==> config.mk <==
export PLATFORM = sky130hd
export DESIGN_NAME = tx_scheduler
export DESIGN_NICKNAME = d
export VERILOG_FILES = /design/src/rtl/eer_pkg.sv /design/src/rtl/slot_timer.sv /design/src/rtl/tx_scheduler.sv
export SDC_FILE = /design/constraint.sdc
export NUM_CORES = 1
export LEC_CHECK = 0
export CAP_MARGIN = 0
export CORE_ASPECT_RATIO = 1.1
export CORE_UTILIZATION = 40
export CTS_BUF_LIST = sky130_fd_sc_hd__clkbuf_8
export CTS_CLUSTER_DIAMETER = 40
export CTS_CLUSTER_SIZE = 8
export DETAILED_ROUTE_END_ITERATION = 8
export DONT_BUFFER_PORTS = 1
export SYNTH_ARGS = -nofsm -noshare
export SYNTH_HDL_FRONTEND = slang
export SYNTH_SLANG_ARGS = --single-unit
==> constraint.sdc <==
create_clock -name clk -period 2.52 [get_ports clk]
set_input_delay 0.504 -clock clk [delete_from_list [all_inputs] [get_ports clk]]
set_output_delay 0.504 -clock clk [all_outputs]
set_load 0.02 [all_outputs]
==> src/rtl/eer_pkg.sv <==
// Shared EER node types: packet codes, requester indices and transmit-scheduler states.
package eer_pkg;

    localparam int unsigned WORD_WIDTH = 16;
    localparam int unsigned NumReq     = 4;

    typedef enum logic [2:0] {
        PktHb   = 3'b000,
        PktChe  = 3'b001,
        PktInv  = 3'b010,
        PktMr   = 3'b011,
        PktCht  = 3'b100,
        PktData = 3'b101,
        PktSos  = 3'b110
    } pktType_e;

    localparam int unsigned ReqSos  = 0;
    localparam int unsigned ReqData = 1;
    localparam int unsigned ReqMr   = 2;
    localparam int unsigned ReqCtrl = 3;

    typedef enum logic [2:0] {
        StIdle,
        StSense,
        StBackoff,
        StSend,
        StDone
    } schedState_e;

    // Lowest set bit wins, giving fixed priority 0 > 1 > 2 > 3.
    function automatic logic [NumReq-1:0] pickLowest(input logic [NumReq-1:0] vec);
        return vec & (~vec + NumReq'(1));
    endfunction

endpackage

==> src/rtl/slot_timer.sv <==
// TDMA slot timer: cycle and slot counters, first-cycle-of-slot tick and the open
// (pre-guard) window flag. Counters are held at zero outside the communication phase.
module slot_timer #(
    parameter int unsigned WORD_WIDTH   = 16,
    parameter int unsigned SLOT_CYCLES  = 32,
    parameter int unsigned NUM_SLOTS    = 16,
    parameter int unsigned GUARD_CYCLES = 4
) (
    input  logic                  clk,
    input  logic                  nrst,
    input  logic                  commPhase,
    output logic [WORD_WIDTH-1:0] curSlot,
    output logic                  slotTick,
    output logic                  guardOpen
);

    localparam int unsigned CycW       = (SLOT_CYCLES > 1) ? $clog2(SLOT_CYCLES) : 1;
    localparam int unsigned OpenCycles = SLOT_CYCLES - GUARD_CYCLES;

    logic [CycW-1:0]       cycleCnt_q;
    logic [WORD_WIDTH-1:0] curSlot_q;
    logic                  slotTick_q;
    logic                  lastCycle;

    assign lastCycle = (cycleCnt_q == CycW'(SLOT_CYCLES - 1));

    always_ff @(posedge clk) begin
        if (!nrst || !commPhase) begin
            cycleCnt_q <= '0;
            curSlot_q  <= '0;
            slotTick_q <= 1'b0;
        end else begin
            slotTick_q <= lastCycle;
            if (lastCycle) begin
                cycleCnt_q <= '0;
                curSlot_q  <= (curSlot_q == WORD_WIDTH'(NUM_SLOTS - 1)) ? '0
                                                                         : curSlot_q + WORD_WIDTH'(1);
            end else begin
                cycleCnt_q <= cycleCnt_q + CycW'(1);
            end
        end
    end

    assign curSlot   = curSlot_q;
    assign slotTick  = slotTick_q;
    assign guardOpen = (32'(cycleCnt_q) < OpenCycles);

endmodule

==> src/rtl/tx_scheduler.sv <==
// Radio transmit scheduler: fixed-priority arbitration of four requesters, TDMA gating of
// DATA, carrier sense and start/completion. Define TX_SCHED_BACKOFF_EN for backoff/retry/fail.
module tx_scheduler #(
    parameter int unsigned WORD_WIDTH   = eer_pkg::WORD_WIDTH,
    parameter int unsigned SLOT_CYCLES  = 32,
    parameter int unsigned NUM_SLOTS    = 16,
    parameter int unsigned GUARD_CYCLES = 4,
    parameter int unsigned BACKOFF_BASE = 8,
    parameter int unsigned MAX_RETRY    = 3
) (
    input  logic                  clk,
    input  logic                  nrst,
    input  logic                  commPhase,
    input  logic [WORD_WIDTH-1:0] myTimeslot,
    input  logic [3:0]            req,
    input  logic [2:0]            ctrlType,
    input  logic                  channel_clear,
    input  logic                  tx_done,
    output logic [3:0]            grant,
    output logic                  tx_start,
    output logic [2:0]            tx_type,
    output logic [3:0]            done,
    output logic [3:0]            fail,
    output logic [WORD_WIDTH-1:0] curSlot,
    output logic                  slotTick
);

    import eer_pkg::*;

`ifdef TX_SCHED_BACKOFF_EN
    localparam bit BackoffEn = 1'b1;
`else
    localparam bit BackoffEn = 1'b0;
`endif

    localparam int unsigned RetryW = $clog2(MAX_RETRY + 2);
    localparam int unsigned BoW    = $clog2(MAX_RETRY * BACKOFF_BASE + 2);

    schedState_e       state_q, state_d;
    logic [3:0]        grant_q, grant_d;
    logic [2:0]        txType_q, txType_d;
    logic [RetryW-1:0] retry_q, retry_d;
    logic [BoW-1:0]    boCnt_q, boCnt_d;
    logic              txStart_q, txStart_d;
    logic [3:0]        done_q, done_d;
    logic [3:0]        fail_q, fail_d;

    logic       guardOpen;
    logic       dataElig;
    logic [3:0] elig;
    logic [3:0] winner;
    logic       ownerAbort;

    slot_timer #(
        .WORD_WIDTH  (WORD_WIDTH),
        .SLOT_CYCLES (SLOT_CYCLES),
        .NUM_SLOTS   (NUM_SLOTS),
        .GUARD_CYCLES(GUARD_CYCLES)
    ) uSlotTimer (
        .clk      (clk),
        .nrst     (nrst),
        .commPhase(commPhase),
        .curSlot  (curSlot),
        .slotTick (slotTick),
        .guardOpen(guardOpen)
    );

    assign dataElig = commPhase && (curSlot == myTimeslot) && guardOpen;
    assign elig     = req & {2'b11, dataElig, 1'b1};
    assign winner   = pickLowest(elig);
    // Owner withdrew, or a DATA owner fell out of its slot window.
    assign ownerAbort = (|(grant_q & ~req)) || (grant_q[ReqData] && !dataElig);

    always_ff @(posedge clk) begin
        if (!nrst) begin
            state_q   <= StIdle;
            grant_q   <= '0;
            txType_q  <= PktHb;
            retry_q   <= '0;
            boCnt_q   <= '0;
            txStart_q <= 1'b0;
            done_q    <= '0;
            fail_q    <= '0;
        end else begin
            state_q   <= state_d;
            grant_q   <= grant_d;
            txType_q  <= txType_d;
            retry_q   <= retry_d;
            boCnt_q   <= boCnt_d;
            txStart_q <= txStart_d;
            done_q    <= done_d;
            fail_q    <= fail_d;
        end
    end

    always_comb begin
        state_d   = state_q;
        grant_d   = grant_q;
        txType_d  = txType_q;
        retry_d   = retry_q;
        boCnt_d   = boCnt_q;
        txStart_d = 1'b0;
        done_d    = '0;
        fail_d    = '0;

        case (state_q)
            StIdle: begin
                if (|elig) begin
                    state_d = StSense;
                    grant_d = winner;
                    retry_d = '0;
                    if (winner[ReqSos])       txType_d = PktSos;
                    else if (winner[ReqData]) txType_d = PktData;
                    else if (winner[ReqMr])   txType_d = PktMr;
                    else if (winner[ReqCtrl]) txType_d = ctrlType;
                end
            end
            StSense: begin
                if (ownerAbort) begin
                    state_d = StIdle;
                    grant_d = '0;
                end else if (channel_clear) begin
                    state_d   = StSend;
                    txStart_d = 1'b1;
                end else if (BackoffEn) begin
                    if (retry_q == RetryW'(MAX_RETRY)) begin
                        state_d = StIdle;
                        fail_d  = grant_q;
                        grant_d = '0;
                    end else begin
                        state_d = StBackoff;
                        boCnt_d = BoW'((32'(retry_q) + 32'd1) * BACKOFF_BASE);
                        retry_d = retry_q + RetryW'(1);
                    end
                end
            end
            StBackoff: begin
                if (ownerAbort) begin
                    state_d = StIdle;
                    grant_d = '0;
                    boCnt_d = '0;
                end else if (boCnt_q <= BoW'(1)) begin
                    state_d = StSense;
                    boCnt_d = '0;
                end else begin
                    boCnt_d = boCnt_q - BoW'(1);
                end
            end
            StSend: begin
                if (tx_done) state_d = StDone;
            end
            StDone: begin
                state_d = StIdle;
                done_d  = grant_q;
                grant_d = '0;
            end
            default: state_d = StIdle;
        endcase
    end

    assign grant    = grant_q;
    assign tx_start = txStart_q;
    assign tx_type  = txType_q;
    assign done     = done_q;
    assign fail     = fail_q;

endmodule

==> results of run 1 <==
## synthesized netlist by cell type, drive strengths merged
cell type  instances
and3               9
a311oi             1
or3                5
a21oi              8
conb               1
o22ai              1
o2111a             1
nor3               7
a221oi             1
buf                7
inv                9
or2                1
xor2              26
nor2b              3
a211oi             1
ha                 5
or4                3
nor4               9
and4               1
a221o              2
o211a              2
nor2              24
clkbuf             6
nand4b             1
o21ai             15
a21boi             1
mux2i              3
o2111ai            1
nand3             14
nand2b             1
o21bai             2
a32o               1
nor3b              2
and2               9
o311ai             1
dfxtp             42
nand2             27
xnor2              4
o2bb2ai            1
nand4             10
o211ai             1
## layer usage
layer  GRT usage [%]  part of all wire (%)
met5               0                     0
met4           7.843                   1.0
met3           7.026                   8.3
met2           34.44                    49
met1           23.21                    42
## critical path, delay by kind of cell, from the launching register on
kind,cells,cell delay [ns]
mux,1,0.23
compound gates,1,0.40
simple gates,4,1.21
flops,1,0.35
## layout make-up
type | count | area [um2] | area share [%]
multi-input cells | 208 | 1296 | 51.41
flip-flops and latches | 42 | 840.8 | 33.35
well taps | 75 | 93.84 | 3.722
clock inverters | 2 | 8.758 | 0.3474
inverters | 9 | 33.78 | 1.340
clock buffers | 6 | 82.58 | 3.275
repair buffers | 22 | 165.2 | 6.551
## cells in the final DEF (no fill, tap or decap), types with 9 or more instances in the layout
cell     count
nor2_1      24
inv_1       10
buf_4       22
nand3_1     13
o21ai_0     14
nand2_1     27
and2_1       9
xor2_1      26
dfxtp_1     42
and3_1       9
nand4_1     10
## stage by stage
step	total power [mW]	hold WS [ns]	worst slack [ns]	utilization (%)	cell area, um2
2_1_floorplan	0.8678	0.4175	0.4382	-	2245
3_3_place_gp	0.8944	0.4326	0.2724	45.04	2430
5_1_grt	1.395	0.3145	0.05355	46.73	2521
3_5_place_dp	0.8967	0.4354	0.1956	45.04	2430
6_report	1.330	0.3143	0.2579	46.73	2521
4_1_cts	1.336	0.3133	0.2534	46.73	2521
## worst paths after layout
| check | from | endpoint | slack (ns) |
|---|---|---|---|
| max | uSlotTimer.cycleCnt_q[2]$_SDFF_PP0_ | grant[3]$_SDFFE_PN0P_ | 0.26 |
| min | tx_done | state_q[1]$_SDFFE_PN0P_ | 0.31 |
| max reg2reg | uSlotTimer.cycleCnt_q[2]$_SDFF_PP0_ | grant[3]$_SDFFE_PN0P_ | 0.26 |
| min reg2reg | uSlotTimer.cycleCnt_q[0]$_SDFF_PP0_ | uSlotTimer.cycleCnt_q[0]$_SDFF_PP0_ | 0.45 |
## registers in the layout (all words and copies together) (netlist names)
| name | cells |
|---|---|
| uSlotTimer.cycleCnt_q | 5 |
| state_q | 3 |
| uSlotTimer.curSlot | 16 |
| done | 4 |
| tx_type | 3 |
| tx_start | 1 |
| uSlotTimer.slotTick | 1 |
| grant | 4 |
| boCnt_q | 5 |
## cells by family (layout without fill, tap and decap cells)
group                      Yosys count  count (layout)  share of synthesized area, %
AOI/OAI and AO/OA                   40              40                         12.05
buffers and inverters               22              39                         4.818
and+or+nand+nor                    126             126                         29.41
DFF                                 42              42                         37.65
muxes                                3               3                         1.345
xor gates and xnor gates            30              30                         11.76
other                                1               4                        0.1679
adders and majority gates            5               5                         2.801
## where the power goes
| group | total (mW) | switching [mW] | internal (mW) |
|---|---|---|---|
| logic | 0.160 | 0.0919 | 0.0679 |
| registers | 0.723 | 0.0376 | 0.685 |
| clock network | 0.447 | 0.230 | 0.217 |
==> results.txt, run 1 <==
status: complete, no violations
register area share after synthesis: 37.65%
VDD IR-drop max: 0.2641 mV
Max H-tree Level: 2
DIE WIDTH: 73.25 um
die area: 5887 um2
Cells after Synth: 269
antenna violations before repair: 0
hold path cells: 1
Yosys reg bits: 42
# diodes: 0
FMAX: 0.4421 GHz
hpwl dp: 4148 um
Final setup viols: 0
RSZ-0062 raised after global routing: no
final hold violations: 0
Fillers: 554
clk_lat worst skew: 0.30 ns
slowest cell on the critical path: nor4_1
setup repair bufs after CTS: 0
largest cells by area after synthesis: dfxtp_1, xor2_1, nand2_1, nor2_1, o21ai_0
GRT Util Overall: 20.33%
Final Net Count: 321
largest net degree at the start of global routing: 23
dpl cells: 356
CP Cell Sequence: and3_1 > nor4_1 > nand3_2 > or2_0 > a211oi_2 > mux2i_1
P per Cell Area: 527.4 nW/um2
top-area cell type share of the netlist area: 37.65%
global-route wire length before repair: 9163 um
Vias per Instance: 5.335
Iter 0 DRT Violations: 98
Max-Cap Viols: 0
wirelength, routed: 5314 um
Post-Synthesis Cell Area: 2233 um2
P_leak: 1.028 nW
period utilisation layout: 89.77%
vias: 1942
Wirelength per Cell: 14.60 um
top cell type by total area after synthesis: dfxtp_1
Hold Path Class: in -> reg
Worst Skew: 0.006647 ns
share of layout cells above drive strength 1: 11.07%
Final Max Slew Viols: 0
Setup crit start kind: register
number of CTS-inserted buffers: 5
Core Box Area: 5395 um2
die height: 80.37 um
PortBufs: 0
CTS Hold Bufs: 0
cells resized by post-CTS repair: 0
Clock Sinks: 42
Crit Path Class: reg -> reg
root buffer cell: clkbuf_8
Post-Syn Area per Cell: 8.303 um2
vias in the first global route: 1979
Yosys Warn Count: 0
Synth-to-Final Area Change: 12.89%
WP data required: 2.74 ns
post-synth cell types: 46
CP max stage delay: 0.40 ns
row count: 28
Final Non-Filler Cells: 364
RePlAce Congestion: 0.8062
shortest period the worst path allows: 2.262 ns
clock buffer depth: 2
starting density of the core: 41.40%
clock slew at reported path FFs: 0.08 ns
Crit. End Element: register
CP max FO: 6
total negative slack: 0 ns
io pins: 61
CTS tree: built
Crit path arrival time: 2.49 ns
Final ANT Viol Nets: 0
DRC: 0
1st-pass router iterations: 4
Overflow after GRT: 0
Worst Reg-to-Reg Cells: 6
Power figures use the tool's default switching activity.
==> inputs of run 2 (changes only) <==
Settings changed: SKIP_CTS_REPAIR_TIMING set to 1.
==> results of run 2 <==
Final layout, timing and power as in run 1 (identical DEF).
